==> src/rtl/signed_mult8x8_final_adder.sv <==
// Two-stage pipelined carry-propagate adder resolving a Wallace-tree sum/carry pair
// into the final signed 16-bit product, with valid/ready flow control on both sides.
module signed_mult8x8_final_adder #(
  parameter int unsigned W     = 16,
  parameter int unsigned SPLIT = 8
) (
  input  logic         clk,
  input  logic         rst,
  input  logic         in_valid,
  output logic         in_ready,
  input  logic [W-1:0] pp0,
  input  logic [W-1:0] pp1,
  output logic         out_valid,
  input  logic         out_ready,
  output logic [W-1:0] product,
  output logic         prod_zero
);

  localparam int unsigned HW = W - SPLIT;

  logic             r_s1_valid;
  logic             r_s1_c;
  logic [SPLIT-1:0] r_s1_lo;
  logic [HW-1:0]    r_s1_hi0;
  logic [HW-1:0]    r_s1_hi1;
  logic             r_out_valid;
  logic [W-1:0]     r_product;
  logic             r_prod_zero;

  logic             w_s2_adv;
  logic             w_s1_adv;
  logic             w_accept;
  logic [SPLIT:0]   w_lo_sum;
  logic [HW-1:0]    w_hi_sum;
  logic [W-1:0]     w_result;

  // Output register can take new data when empty or being drained this cycle.
  assign w_s2_adv = ~r_out_valid | out_ready;
  assign w_s1_adv = r_s1_valid & w_s2_adv;
  assign in_ready = ~r_s1_valid | w_s2_adv;
  assign w_accept = in_valid & in_ready;

  // Lower slice with its carry-out, upper slice absorbs that carry a cycle later.
  assign w_lo_sum = {1'b0, pp0[SPLIT-1:0]} + {1'b0, pp1[SPLIT-1:0]};
  assign w_hi_sum = r_s1_hi0 + r_s1_hi1 + HW'(r_s1_c);
  assign w_result = {w_hi_sum, r_s1_lo};

  always_ff @(posedge clk) begin
    if (rst) begin
      r_s1_valid  <= 1'b0;
      r_s1_c      <= 1'b0;
      r_s1_lo     <= '0;
      r_s1_hi0    <= '0;
      r_s1_hi1    <= '0;
      r_out_valid <= 1'b0;
      r_product   <= '0;
      r_prod_zero <= 1'b0;
    end else begin
      if (w_accept) begin
        r_s1_c     <= w_lo_sum[SPLIT];
        r_s1_lo    <= w_lo_sum[SPLIT-1:0];
        r_s1_hi0   <= pp0[W-1:SPLIT];
        r_s1_hi1   <= pp1[W-1:SPLIT];
        r_s1_valid <= 1'b1;
      end else if (w_s1_adv) begin
        r_s1_valid <= 1'b0;
      end

      // Carry out of the top bit is dropped; the tree already applied sign correction.
      if (w_s1_adv) begin
        r_product   <= w_result;
        r_prod_zero <= (w_result == '0);
        r_out_valid <= 1'b1;
      end else if (r_out_valid & out_ready) begin
        r_out_valid <= 1'b0;
      end
    end
  end

  assign out_valid = r_out_valid;
  assign product   = r_product;
  assign prod_zero = r_prod_zero;

endmodule
==> config.mk <==
export PLATFORM = sky130hd
export DESIGN_NAME = signed_mult8x8_final_adder
export DESIGN_NICKNAME = d
export VERILOG_FILES = /design/src/rtl/signed_mult8x8_final_adder.sv
export SDC_FILE = /design/constraint.sdc
export NUM_CORES = 1
export LEC_CHECK = 0
export ABC_AREA = 1
export CORE_ASPECT_RATIO = 0.7
export CORE_MARGIN = 4
export CORE_UTILIZATION = 50
export DETAILED_ROUTE_END_ITERATION = 8
export GPL_TIMING_DRIVEN = 0
export PLACE_DENSITY = 0.86
export SLEW_MARGIN = 20
export SYNTH_ARGS = -nofsm -noshare
export SYNTH_HDL_FRONTEND = slang
export SYNTH_SLANG_ARGS = --single-unit
export TNS_END_PERCENT = 5
==> constraint.sdc <==
create_clock -name clk -period 3.6 [get_ports clk]
set_clock_uncertainty 0.2 [all_clocks]
set_input_delay 0.36 -clock clk [delete_from_list [all_inputs] [get_ports clk]]
set_output_delay 0.36 -clock clk [all_outputs]
set_load 0.01 [all_outputs]
# Yosys cells after proc, flatten, opt, wreduce, memory -nomap -nowiden
# Index checks and enable logic that the tools add are counted.
[classes]
add_sub_neg = 3
mux = 4
n_bitwise = 7
reduce_logical = 3
[ops]
columns = ["op", "count"]
rows = [
  ["$logic_not A16 Y1", 1],
  ["$add A8 B8 Y9", 1],
  ["$add A8 B1 Y8", 1],
  ["$add A8 B8 Y8", 1],
  ["$mux W1", 4],
  ["$reduce_bool A2 Y1", 2],
  ["$and A1 B1 Y1", 3],
  ["$not A1 Y1", 2],
  ["$or A1 B1 Y1", 2],
]
[word_totals]
ff_bits = 44
inputBits = 36
out_inout_bits = 19
elab_cells = 25

# Logic depth before layout (Yosys ltp)
[logic_depth]
ltp_word = 5
mapped_depth = 14

# Worst setup path before layout
# OpenSTA, ideal clock, no wires.
[synth_timing]
kind = "register -> register"
from = "register r_s1_c"
to = "register r_prod_zero, in the netlist prod_zero"
setup_time_ns = 0.118
arrival_time_ns = 1.648
required_ns = 3.282
setup_slack_ns = 1.634
stages_incl_launch_ff = 12
path_buffers = 0
synth_period_minus_slack_ns = 1.966
cell_sequence = "dfxtp_1 > fa_1 > inv_1 > fa_1 > nand2_1 > nor2_1 > nand2_1 > nor2_1 > nand3_1 > nor2_1 > nand3_1 > a21oi_2"
[synth_between]
elab_chain_len = 2
[synth_lines]
columns = ["element", "line_no", "rtl"]
rows = [
  ["start, declared", "22", "logic r_s1_c;"],
  ["start signal, assigned", "60", "r_s1_c <= w_lo_sum[SPLIT];"],
  ["$add A8 B1 Y8", "45", "assign w_hi_sum = r_s1_hi0 + r_s1_hi1 + HW'(r_s1_c);"],
  ["$logic_not A16 Y1", "72", "r_prod_zero <= (w_result == '0);"],
  ["end signal, assigned", "72", ""],
  ["end, declared", "28", "logic r_prod_zero;"],
]
# No other way between the ends.
# A chain may end at the register's enable or synchronous reset.

# Worst setup path in the final report
# Same ends and word-level chain as after synthesis.

==> impl_metrics.json <==
{
  "outcome": "finished, final reports clean",
  "io_pins": 55,
  "syn_inst": 305,
  "via_count": 2188,
  "ys_ff_latch": 44,
  "synth_top_family_by_area": "simple AND/OR/NAND/NOR gates",
  "crit_fanout": 3,
  "synth.area.mux_share": 0,
  "insertion_delay_ns": 0.30,
  "grt_max_degree": 16,
  "yosys.area_share.xor_xnor": 0.0155,
  "yosys.area_share.simple": 0.233,
  "worst_slew_pin_slew_ns": 0.407,
  "synth.yosys.seq_area_share": 0.391,
  "grt_use_total": 0.195,
  "synthTopCellsByCount": "46 x nor2_1, 44 x dfxtp_1, 43 x nand2_1, 38 x inv_1, 34 x o21ai_0",
  "ys_types": 30,
  "clock_sinks": 44,
  "postCtsSetupBuffers": 0,
  "hold_ws_ns": 0.146,
  "clk_pin_slew_ns": 0.09,
  "holdBufCountCts": 0,
  "dieHeight_microns": 64.2,
  "portBuffers": 53,
  "period_share": 0.606,
  "synth_area_leaders": "dfxtp_1 39%, ha_1 7.8%, nor2_1 7.7%",
  "setup_violations": 0,
  "hpwl_microns": 4120,
  "grt_pass1_wl_microns": 8690,
  "crit_arrival_ns": 2.23,
  "slew_headroom": 0.729,
  "tns_ns": 0,
  "hold_viol": 0,
  "worst_ep_required_time_ns": 3.64,
  "peakVddDrop_mv": 0.249,
  "synth-compound-area-share": 0.168,
  "final_nets": 418,
  "drv_slew": 0,
  "use_met1": 0.259,
  "busiest_layer": "met2",
  "crit_type": "flop to flop",
  "synth.cell_area_sq_mm": 0.00225,
  "met2_usage": 0.310,
  "grt_use_met3": 0.0528,
  "drv_cap": 0,
  "fin_crit_ns": 2.18,
  "die_x_microns": 88.3,
  "synth_top_area_frac": 0.391,
  "viasPerCell": 5.20,
  "synth_top_cell_by_area": "dfxtp_1",
  "drive_above_1_share": 0.0710,
  "post-synth-top-count-cell": "nor2_1",
  "rsz0062_at_grt": "no",
  "place.gp.congestion": 0.868,
  "fmax_mhz": 459,
  "synth_nets": 358,
  "cts_buffers": 5,
  "clock_path_buffers": 2,
  "core-area_sq_mm": 0.00435,
  "antenna_found_initial": 0,
  "drtIter0Drc": 96,
  "cts_tree": "yes",
  "critPathLaunchType": "flop",
  "ant_nets": 0,
  "grt_remaining_overflow": 0,
  "initial_core_util": 0.518,
  "synthArstFlopShare": 0,
  "end_kind": "flop",
  "holdCritPathClass": "input pin to flop",
  "yosysWarnings": 0,
  "synth_ff_type": "dfxtp_1",
  "firstDrtPassIters": 4,
  "diodes": 0,
  "cts-root-buf": "clkbuf_8",
  "cts_resized": 0,
  "placementRows": 20,
  "area.growth.synth_to_final_pct": 31.7,
  "drt-total-wl_microns": 5280,
  "cts_htree_levels": 2,
  "cellPowerDensity_mw_per_mm2": 407,
  "synth_edf_count": 0,
  "avgSynthCellArea_sq_um": 7.39,
  "die-area_sq_mm": 0.00566,
  "leakage_nw": 1.38,
  "wire_per_inst_microns": 12.5,
  "drc_errors": 0,
  "grt_pass1_vias": 2014,
  "yosys.area_share.adder": 0.104
}
==> metal layers <==
metal  up-vias  share of wire
met5         -              0
met4         0          0.013
met1       974           0.46
met3         9          0.094
met2        90           0.44
li1       1115              -
==> flip-flops by register name, indices dropped and copies added (netlist names) <==
register and count:
prod_zero 1, r_s1_c 1, product 16, r_s1_hi1 8, r_s1_hi0 8, out_valid 1, r_s1_lo 8, r_s1_valid 1
==> final timing paths <==
kind / from / end / slack [ns] / depth (start not counted)
max reg2reg: r_s1_c / prod_zero / 1.42 / 13
min: rst / prod_zero / 0.15 / 2
max: r_s1_c / prod_zero / 1.42 / 13
min reg2reg: r_s1_lo[6] / product[6] / 0.28 / 2
==> area by class of cell <==
cell class / count / area [sq um]
tap: 55 / 68.8
inverter: 40 / 150
clock inverter: 3 / 46.3
buffer: 10 / 48.8
fill: 385 / 1390
timing repair buffer: 53 / 531
clock buffer: 5 / 68.8
multi-input combinational: 211 / 1170
sequential: 44 / 881
==> worst max-delay path, cell delays in order (launching register included) <==
cell     delay, ns
dfxtp_1       0.33
fa_1          0.50
inv_1         0.11
fa_1          0.20
inv_1         0.07
nand2_1       0.07
nand2_1       0.05
nor2_1        0.08
nand2_1       0.05
nor2_1        0.08
nand3_1       0.07
nor2_1        0.09
nand3_1       0.10
a21oi_2       0.13
==> placed cells by master, fill, tap and decap left out <==
master and count:
o21bai_1 1, a21oi_2 2, dfxtp_1 44, nand3_1 14, clkbuf_1 3, buf_2 6
or2_1 1, o211ai_1 5, bufinv_16 1, ha_1 14, a31oi_1 3, fa_1 3
nor2_2 1, nand2_4 2, nand3b_1 2, a21oi_1 24, o21ai_0 34, nand2_2 3
inv_2 1, xor2_1 3, nor2_1 46, xnor2_1 1, clkinvlp_4 1, nand2_1 43
inv_1 38, nand4_1 5, clkinv_1 1, nor3_1 1, o21a_1 1, nand3_2 1
clkbuf_8 5, inv_6 1, buf_4 1, clkdlybuf4s50_1 53, or2_2 1
==> per-stage QoR <==
stage / cells / area [sq um] / utilization / worst slack, ns / total power, W
after floorplan: 305 / 2250 / - / 1.63 / 0.000715
after global placement: 413 / 2850 / 0.655 / 1.19 / 0.000816
after CTS: 421 / 2970 / 0.682 / 1.40 / 0.00121
final: 421 / 2970 / 0.682 / 1.42 / 0.00121
after detailed placement: 413 / 2850 / 0.655 / 1.17 / 0.000826
after global routing: 421 / 2970 / 0.682 / 1.21 / 0.00127
==> cell families (layout without fill, tap and decap cells) <==
family	after synthesis	after routing
AOI/OAI and AO/OA	70	70
buffers and inverters	50	111
xor gates and xnor gates	4	4
and+or+nand+nor	120	120
adders and majority gates	17	17
DFF	44	44
==> report_power, final <==
part | switching (W) | total (W) | internal (W) | leakage (nW)
Sequential | 0.0000235 | 0.000548 | 0.000524 | 0.364
Combinational | 0.000142 | 0.000271 | 0.000129 | 0.961
Clock | 0.000180 | 0.000389 | 0.000209 | 0.0548
Note: power is estimated with default switching activity, not from simulation.
